==> config.mk <==
export PLATFORM = sky130hd
export DESIGN_NAME = boom_counter_game
export DESIGN_NICKNAME = d
export VERILOG_FILES = /design/src/rtl/boom_pkg.sv /design/src/rtl/boom_residue_calc.sv /design/src/rtl/boom_counter_game.sv
export SDC_FILE = /design/constraint.sdc
export NUM_CORES = 1
export LEC_CHECK = 0
export CORE_MARGIN = 1
export CORE_UTILIZATION = 25
export DETAILED_ROUTE_END_ITERATION = 8
export PLACE_DENSITY = 0.42
export SYNTH_ARGS = -nofsm -noshare
export SYNTH_HDL_FRONTEND = slang
export SYNTH_HIERARCHICAL = 1
export SYNTH_SLANG_ARGS = --single-unit
==> constraint.sdc <==
create_clock -name clk -period 3.7 [get_ports clk]
set_input_delay 0.74 -clock clk [delete_from_list [all_inputs] [get_ports clk]]
set_output_delay 0.74 -clock clk [all_outputs]
set_load 0.01 [all_outputs]
==> src/rtl/boom_pkg.sv <==
// Shared types and constants for the boom counting-game block.
// Latency: n/a (declarations only).
// Backpressure: n/a.
//
// Contents: FSM state encoding, decimal base constant and the helper used to
// derive the "last digit" boom value from the divisor at elaboration time.
package boom_pkg;

    typedef enum logic {
        IDLE = 1'b0,
        CALC = 1'b1
    } state_e;

    localparam int DEC_BASE = 10;

    // Elaboration-time only: the digit a value must end in to boom in mode 1.
    function automatic int dec_digit(input int divisor);
        return divisor % DEC_BASE;
    endfunction

endpackage

==> src/rtl/boom_residue_calc.sv <==
// Iterative residue unit: reduces a loaded value modulo DIVISOR and modulo 10.
// Latency: max(v/DIVISOR, v/10) cycles after start until done asserts.
// Backpressure: none; start always wins and restarts the reduction.
//
// Ports:
//   clk, rst        - system clock, synchronous active-high reset
//   start           - capture value into both working registers
//   value           - value to reduce
//   done            - both working registers are below their moduli
//   res_d, res_10   - reduced residues, valid while done is high
module boom_residue_calc
    import boom_pkg::*;
#(
    parameter int WIDTH   = 5,
    parameter int DIVISOR = 6
) (
    input  logic             clk,
    input  logic             rst,
    input  logic             start,
    input  logic [WIDTH-1:0] value,
    output logic             done,
    output logic [WIDTH-1:0] res_d,
    output logic [WIDTH-1:0] res_10
);

    localparam logic [WIDTH-1:0] DIV_W = WIDTH'(DIVISOR);
    localparam logic [WIDTH-1:0] DEC_W = WIDTH'(DEC_BASE);

    logic [WIDTH-1:0] tmp_d_q, tmp_d_d;
    logic [WIDTH-1:0] tmp_10_q, tmp_10_d;

    // One conditional subtraction per modulus per cycle; once both are below
    // their moduli the registers hold, so the unit is quiet while idle.
    always_comb begin
        tmp_d_d  = tmp_d_q;
        tmp_10_d = tmp_10_q;
        if (start) begin
            tmp_d_d  = value;
            tmp_10_d = value;
        end else begin
            if (tmp_d_q >= DIV_W) begin
                tmp_d_d = tmp_d_q - DIV_W;
            end
            if (tmp_10_q >= DEC_W) begin
                tmp_10_d = tmp_10_q - DEC_W;
            end
        end
    end

    always_ff @(posedge clk) begin
        if (rst) begin
            tmp_d_q  <= '0;
            tmp_10_q <= '0;
        end else begin
            tmp_d_q  <= tmp_d_d;
            tmp_10_q <= tmp_10_d;
        end
    end

    // A start in the same cycle invalidates the current working values.
    assign done   = !start && (tmp_d_q < DIV_W) && (tmp_10_q < DEC_W);
    assign res_d  = tmp_d_q;
    assign res_10 = tmp_10_q;

endmodule

==> src/rtl/boom_counter_game.sv <==
// Counting-game value register with divisor / last-digit boom detection.
// Latency: step -> count 1 cycle; stepped boom -> outled/boom_total 2 cycles.
// Backpressure: step is dropped while busy; load always accepted (restarts CALC).
//
// Ports:
//   clk, rst    - system clock, synchronous active-high reset
//   step        - advance count by one (ignored while busy)
//   load        - load load_val and recompute residues
//   load_val    - value to load
//   mode        - 0: multiples only, 1: multiples or matching last digit
//   count       - current value
//   outdecod    - all-ones on boom, else count
//   outled      - boom indicator stretched over BOOM_HOLD cycles
//   busy        - residue recomputation in progress
//   wrap        - one-cycle pulse after count wraps to zero
//   boom_total  - saturating count of stepped booms
module boom_counter_game
    import boom_pkg::*;
#(
    parameter int WIDTH     = 5,
    parameter int DIVISOR   = 6,
    parameter int BOOM_HOLD = 3,
    parameter int TOT_W     = 8
) (
    input  logic             clk,
    input  logic             rst,
    input  logic             step,
    input  logic             load,
    input  logic [WIDTH-1:0] load_val,
    input  logic             mode,
    output logic [WIDTH-1:0] count,
    output logic [WIDTH-1:0] outdecod,
    output logic             outled,
    output logic             busy,
    output logic             wrap,
    output logic [TOT_W-1:0] boom_total
);

    localparam int               HOLD_W     = $clog2(BOOM_HOLD + 1);
    localparam logic [HOLD_W-1:0] HOLD_LD   = HOLD_W'(BOOM_HOLD);
    localparam logic [WIDTH-1:0] DIV_W      = WIDTH'(DIVISOR);
    localparam logic [WIDTH-1:0] DEC_W      = WIDTH'(DEC_BASE);
    localparam logic [WIDTH-1:0] BOOM_DIGIT = WIDTH'(dec_digit(DIVISOR));

    state_e            state_q, state_d;
    logic [WIDTH-1:0]  count_q, count_d;
    logic [WIDTH-1:0]  res_d_q, res_d_d;
    logic [WIDTH-1:0]  res_10_q, res_10_d;
    logic              stepped_q, stepped_d;
    logic [HOLD_W-1:0] hold_q, hold_d;
    logic              wrap_q, wrap_d;
    logic [TOT_W-1:0]  total_q, total_d;

    logic              calc_done;
    logic [WIDTH-1:0]  calc_res_d;
    logic [WIDTH-1:0]  calc_res_10;
    logic              is_boom;

    // A load restarts the reduction regardless of the current state.
    boom_residue_calc #(
        .WIDTH   (WIDTH),
        .DIVISOR (DIVISOR)
    ) u_residue (
        .clk    (clk),
        .rst    (rst),
        .start  (load),
        .value  (load_val),
        .done   (calc_done),
        .res_d  (calc_res_d),
        .res_10 (calc_res_10)
    );

    // Residues are only trustworthy outside CALC, so busy masks the boom.
    assign is_boom = (state_q == IDLE) && (count_q != '0) &&
                     ((res_d_q == '0) || (mode && (res_10_q == BOOM_DIGIT)));

    always_comb begin
        state_d   = state_q;
        count_d   = count_q;
        res_d_d   = res_d_q;
        res_10_d  = res_10_q;
        stepped_d = 1'b0;
        wrap_d    = 1'b0;
        hold_d    = hold_q;
        total_d   = total_q;

        // Boom from the previous step is judged on the now-updated count.
        // A new boom reloads the hold so back-to-back booms merge.
        if (stepped_q && is_boom) begin
            hold_d = HOLD_LD;
            if (total_q != '1) begin
                total_d = total_q + TOT_W'(1);
            end
        end else if (hold_q != '0) begin
            hold_d = hold_q - HOLD_W'(1);
        end

        case (state_q)
            IDLE: begin
                if (load) begin
                    count_d = load_val;
                    state_d = CALC;
                end else if (step) begin
                    stepped_d = 1'b1;
                    if (count_q == '1) begin
                        count_d  = '0;
                        res_d_d  = '0;
                        res_10_d = '0;
                        wrap_d   = 1'b1;
                    end else begin
                        count_d  = count_q + WIDTH'(1);
                        res_d_d  = (res_d_q == DIV_W - WIDTH'(1)) ? '0 : res_d_q + WIDTH'(1);
                        res_10_d = (res_10_q == DEC_W - WIDTH'(1)) ? '0 : res_10_q + WIDTH'(1);
                    end
                end
            end
            CALC: begin
                if (load) begin
                    count_d = load_val;
                end else if (calc_done) begin
                    res_d_d  = calc_res_d;
                    res_10_d = calc_res_10;
                    state_d  = IDLE;
                end
            end
            default: begin
                state_d = IDLE;
            end
        endcase
    end

    always_ff @(posedge clk) begin
        if (rst) begin
            state_q   <= IDLE;
            count_q   <= '0;
            res_d_q   <= '0;
            res_10_q  <= '0;
            stepped_q <= 1'b0;
            hold_q    <= '0;
            wrap_q    <= 1'b0;
            total_q   <= '0;
        end else begin
            state_q   <= state_d;
            count_q   <= count_d;
            res_d_q   <= res_d_d;
            res_10_q  <= res_10_d;
            stepped_q <= stepped_d;
            hold_q    <= hold_d;
            wrap_q    <= wrap_d;
            total_q   <= total_d;
        end
    end

    assign count      = count_q;
    assign outdecod   = is_boom ? {WIDTH{1'b1}} : count_q;
    assign outled     = (hold_q != '0);
    assign busy       = (state_q == CALC);
    assign wrap       = wrap_q;
    assign boom_total = total_q;

endmodule

# Yosys cells after proc, flatten, opt, wreduce, memory -nomap -nowiden
# Cells that the tools add are included.
word_totals:
  output_inout_bits: 21
  elab_cells: 85
  reg_bits: 38
classes:
  n_lt_le_gt_ge: 4
  addsub: 7
  eq_ne: 11
  bitwise_logic: 2
  n_reduce_logical: 19
  mux: 32
op_table:
  columns: ["operator", "count"]
  rows:
  - ["two-way mux 5 bit", 21]
  - ["case mux 5 bit (2 select lines)", 3]
  - ["adder 5 x 1 -> 5 bit (second input constant)", 3]
  - ["equality test 5 x 3 -> 1 bit (second input constant)", 2]
  - ["adder 8 x 1 -> 8 bit (second input constant)", 1]
  - ["inequality test 2 bit (second input constant)", 4]
  - ["inequality test 8 bit (second input constant)", 1]
  - ["nonzero test 2 bit", 4]
  - ["logical AND 1 bit", 6]
  - ["equality test 5 x 4 -> 1 bit (second input constant)", 1]
  - ["equality test 5 bit (second input constant)", 1]
  - [">= comparator 5 x 3 -> 1 bit (second input constant)", 1]
  - [">= comparator 5 x 4 -> 1 bit (second input constant)", 1]
  - ["logical NOT 5 bit", 1]
  - ["less-than comparator 5 x 3 -> 1 bit (second input constant)", 1]
  - ["less-than comparator 5 x 4 -> 1 bit (second input constant)", 1]
  - ["two-way mux 1 bit", 5]
  - ["nonzero test 5 bit", 1]
  - ["subtractor 5 x 3 -> 5 bit (second input constant)", 1]
  - ["subtractor 5 x 4 -> 5 bit (second input constant)", 1]
  - ["two-way mux 2 bit", 2]
  - ["AND reduction 2 bit", 2]
  - ["AND reduction 4 bit", 1]
  - ["OR reduction 4 bit", 1]
  - ["8 further kinds", 9]

# Logic depth before layout (Yosys ltp)
logic_depth:
  depth_word: 6
  mapped_depth: 9
  depth_no_buf: 8

# By module
# Netlist, hierarchy kept.
by_module_without_submodules:
  columns: ["mod", "cells_each", "area_each_um2", "instances"]
  rows:
  - ["boom_counter_game", 206, 1705.4, 1]
  - ["boom_residue_calc", 64, 563.0, 1]

# Worst setup path after synthesis
# No wires, ideal clock.
synth_path:
  path_kind: "input-to-reg"
  from: "in load"
  to: "reg res_d_q[1]"
  path_slack_ns: 1.376
  cell_stages: 7
  arrival_ns: 2.190
  setup_time_ns: 0.134
  path_cell_list: "or4_4 nor3_1 nand2_1 a21o_1 clkbuf_1 a221oi_1 a211oi_1"
synth_between:
  elab_chain_len: 5
  elab_cells_between_ends: 7
  cone_classes: "eq/ne: 3; reduce/logical: 4"
synth_rtl:
  columns: ["element", "line", "rtl"]
  rows:
  - ["start, declared", "boom_counter_game.sv:28", "input logic load,"]
  - ["logical NOT 1 bit", "boom_residue_calc.sv:61", "assign done = !start && (tmp_d_q < DIV_W) && (tmp_10_q < DEC_W);"]
  - ["logical AND 1 bit (2 in series)", "boom_residue_calc.sv:61", null]
  - ["via calc_done", "boom_counter_game.sv:54", "logic calc_done;"]
  - ["inequality test 2 x 1 -> 1 bit (no line)", null, null]
  - ["AND reduction 4 bit (no line)", null, null]
  - ["end signal, assigned", "boom_counter_game.sv:145", "res_d_q <= res_d_d;"]
  - ["end, declared", "boom_counter_game.sv:47", "logic [WIDTH-1:0] res_d_q, res_d_d;"]
# The timed path passes the listed nets, and every way through them passes these cells.
# A chain may end at the register's enable or synchronous reset.

# Worst setup path after layout
layout_path:
  from: "in mode"
  to: "out outdecod[4]"
layout_between:
  elab_chain_len: 4
layout_rtl:
  columns: ["element", "line", "rtl"]
  rows:
  - ["start, declared", "boom_counter_game.sv:30", "input logic mode,"]
  - ["logical AND 1 bit", "boom_counter_game.sv:75", "((res_d_q == '0) || (mode && (res_10_q == BOOM_DIGIT)));"]
  - ["logical OR 1 bit", "boom_counter_game.sv:75", null]
  - ["logical AND 1 bit", "boom_counter_game.sv:74", "assign is_boom = (state_q == IDLE) && (count_q != '0) &&"]
  - ["two-way mux 5 bit", "boom_counter_game.sv:155", "assign outdecod = is_boom ? {WIDTH{1'b1}} : count_q;"]
  - ["end, declared", "boom_counter_game.sv:32", "output logic [WIDTH-1:0] outdecod,"]
# Every way passes these cells.

==> results list <==
* Run status: finished clean
- Vertical die dimension: about 97 um
- On the critical path, the stage with the largest delay is an instance of sky130_fd_sc_hd__clkdlybuf4s50_1.
- Buffers inserted during post-CTS setup optimization: 0
- Initial antenna violation count: 0
- CP top delay family: buffers and inverters
- For the pin with the worst max-slew slack, the measured transition is 1.05 ns.
- Syn_area_per_cell: 8.40 sq um
- First-pass DRT Iterations: 4
- Leftover overflow at the end of global routing: 0
- Drt first-iter violations: 98
- At the placement stage, the worst setup path has a slack of roughly 0.44 ns.
- Clk Latency, worst-skew pair: 0.30 ns
- Share of layout cells above drive strength 1: slightly below 8%
- The synthesized design contains 0 enable-type register cells.
- Layout fillers: approximately 960
* Reported max-cap violation count: 0
* Most common cell on crit path: sky130_fd_sc_hd__clkdlybuf4s50_1
- After detailed placement, the design holds a cell count of 398.
- Cells traversed along the worst timing path: clkdlybuf4s50_1, a41oi_2, or3_1, nand2b_1, clkdlybuf4s50_1
- Portion of the post-synthesis area used by sequential elements: approximately a third
* Clock Path Buffers: 2
- Post-cts hold buffer count: 0
- Reg area: 761 sq um
* Number of buffers created by CTS: 5
- Final worst slack: ~0.46 ns
- In the global route stage, overall resource usage came out at a little over an eighth.
- Maximum clock frequency: ~300 MHz
* Warnings from Yosys: 6
- In this run the core area contains 34 standard-cell rows.
- Global-route wire length before repair: approximately 10000 um
- Using the TritonRoute via totals, the vias-per-cell ratio works out to just over 5.
- Met3 routed WL: around 190 um
* Area overhead of the layout relative to synthesis: 21.7%
- For this design the ratio of total power to cell area is 406 mW/mm^2.
* Final Core Density: a little under a third
- # DRC: 0
- Final critical-path required period: between 3 and 4 ns
- STA classifies the critical path startpoint as an input port.
- Summing all multi-input logic gate instances after layout gives 0.00135 sq mm.
- Routability-driven placement finished with a final weighted congestion of roughly 0.75.
* H-tree level count: 2
- The number of global-route vias before repair came to 2008.
- The tree built by TritonCTS fans out to 38 sinks.
* Length of routed met2 wiring: between 2000 and 3000 um
* Depth of the most critical reg-to-reg path: 7
- Distinct cell type count after synthesis: 56
- DR WL/cell: about 15 um
- IR drop worst, VDD: approximately 130 uV
- In this run the standard cell core region covers 0.00876 sq mm.
* I/O Buffers: 30
- Setup repair after global routing left no endpoint under its margin.
- Cell area after placement: approximately 0.0027 sq mm
- Nets in the synthesized netlist: roughly 300
* Chip width: slightly below 100 um
- Kind of end point of the critical path: output port
* Data required time at the worst endpoint: between 2 and 3 ns
- Number of storage elements in the synthesis netlist: 38
- Worst clock skew: approximately 0.0064 ns
- Post-synth top flop: sky130_fd_sc_hd__dfxtp_1
- Category of the critical setup timing path: input port to output port
- Ant. Diodes: 0
- Die footprint: between 0.009 and 0.01 sq mm
- After clock tree synthesis, the clock-pin slew on the worst setup and hold paths is ~0.080 ns.
* Final-report setup violation count: 0
* Estimated wirelength of the detail-placed design: slightly above 4000 um
- Detailed routing inserted a total of about 2.1k vias.
* Worst path arrival time: around 2.5 ns
* Final cycle utilization of the critical path: 87.6%
- Asr flop ratio synth: 0%
- Top-Level Pins: 31
- Counting both buffers and inverters, the worst setup path holds a total of 2.
* Final std cell area, no fill: approximately 0.0028 sq mm
* ANT nets after route: 0
* Class of the most critical hold timing path: flip-flop to flip-flop
* Critical Path Stages: 5
- Cell at the root of the clock tree: sky130_fd_sc_hd__clkbuf_8
- After layout, the design draws a total of about 1.1 mW.
* Max FO, Critical Path: 5
- Slew margin rel.: approximately 29%
- The count of cells in the finished layout, fillers not included, comes to 406.
- Final Hold Viols: 0
- Number of nets in the layout: 320
- CTS tree: built
* Fin Hold WS: between 0.4 and 0.5 ns
- Once the floorplan was initialized, standard cells occupied 25.9% of the core.
* Cell count after synthesis: 270
- For this block, the routed nets add up to between 5000 and 6000 um of wire.
- Uppermost signal routing layer after detailed routing: met4
* Leak pwr: between 0.9 and 1 nW
* Final Max Tran Viols: 0
- Largest incremental delay on the critical path: ~0.53 ns
- Gates resized during post-CTS repair numbered 0.
- Hold Path Depth: 2
- Total standard cell area after synthesis: between 0.002 and 0.0025 sq mm
* Setup TNS: 0 ns
- Detailed-routing wirelength on met1: 3050 um
- Entering global routing, the biggest net connects 43 pins.
report_power, final:
| group | total (mW) | internal (mW) | switching, mW |
|---|---|---|---|
| registers | 0.475 | 0.441 | 0.0336 |
| clock network | 0.364 | 0.199 | 0.165 |
| logic | 0.282 | 0.142 | 0.139 |
sequential cells by signal, summed over array words and instances (netlist names):
signal / count
boom_total: 8
busy: 1
count: 5
hold_q: 2
res_10_q: 5
res_d_q: 5
stepped_q: 1
u_residue/res_10: 5
u_residue/res_d: 5
wrap: 1
layout make-up:
cell class,instances,area share [%]
clock buffers,5,2.49
flip-flops and latches,38,27.6
repair buffers,35,12.2
well taps,108,4.90
multi-input cells,199,48.9
inverters,18,2.45
clock inverters,3,1.45
cell usage after synthesis, types with 3 or more instances:
cell type	number	area share, %
sky130_fd_sc_hd__nand2b_1	6	1.7
sky130_fd_sc_hd__nor3_1	12	2.6
sky130_fd_sc_hd__nor2b_1	5	1.4
sky130_fd_sc_hd__o41ai_1	8	3.1
sky130_fd_sc_hd__o21ai_0	12	2.6
sky130_fd_sc_hd__nor2_1	12	2.0
sky130_fd_sc_hd__dfxtp_1	38	34
sky130_fd_sc_hd__ha_1	13	7.2
sky130_fd_sc_hd__nor3b_1	5	1.7
sky130_fd_sc_hd__a211oi_1	7	2.3
sky130_fd_sc_hd__and2_1	3	0.83
sky130_fd_sc_hd__a311oi_1	4	1.5
sky130_fd_sc_hd__nand2_1	24	4.0
sky130_fd_sc_hd__nand3_1	7	1.5
sky130_fd_sc_hd__nor4bb_1	3	1.3
sky130_fd_sc_hd__inv_1	18	3.0
sky130_fd_sc_hd__or3_1	3	0.83
sky130_fd_sc_hd__a221oi_1	3	1.2
sky130_fd_sc_hd__o31ai_1	4	1.3
sky130_fd_sc_hd__clkbuf_1	9	1.5
sky130_fd_sc_hd__a21oi_1	23	5.1
sky130_fd_sc_hd__or4_1	5	1.7
sky130_fd_sc_hd__mux2_2	3	1.5
layer usage:
layer | track usage, % | up-vias
li1 | - | 1053
met3 | 3.09 | 5
met5 | 0 | -
met4 | 3.85 | 0
met2 | 20.4 | 34
met1 | 18.5 | 990
layout by cell type (no fill, tap or decap), drive strengths merged, types with 4 or more instances in the layout:
cell type,n
a311oi,4
buf,5
nand2b,7
nor3b,5
a21oi,23
nor2,12
or4,6
nor2b,5
dfxtp,38
nand3,7
a211oi,7
o21ai,13
clkbuf,5
o41ai,8
clkdlybuf4s50,30
nand2,24
ha,13
o31ai,4
inv,18
and2,4
nor3,12
cell families after synthesis:
group,Yosys count,share of synthesized area [%]
simple gates,106,27.5
compound gates,73,21.7
flops,38,33.5
buf+inv,33,6.95
fa+ha+maj,13,7.17
mux,4,1.93
xor+xnor,3,1.16
worst register-to-register path, delay by kind of cell (launching register included):
kind	cells	cell delay (ns)
simple gates	3	0.85
fa+ha+maj	1	0.25
compound gates	3	0.70
flops	1	0.37
path summary, 6_finish.rpt:
kind | startpoint | end | slack [ns]
hold reg to reg | boom_total[6]$_SDFFE_PP0P_ | boom_total[6]$_SDFFE_PP0P_ | 0.50
hold / removal | boom_total[6]$_SDFFE_PP0P_ | boom_total[6]$_SDFFE_PP0P_ | 0.50
setup / recovery | mode | outdecod[4] | 0.46
setup reg to reg | u_residue/res_d[1]$_SDFFE_PP0P_ | res_d_q[1]$_SDFFE_PP0P_ | 1.41
Power figures use the tool's default switching activity.
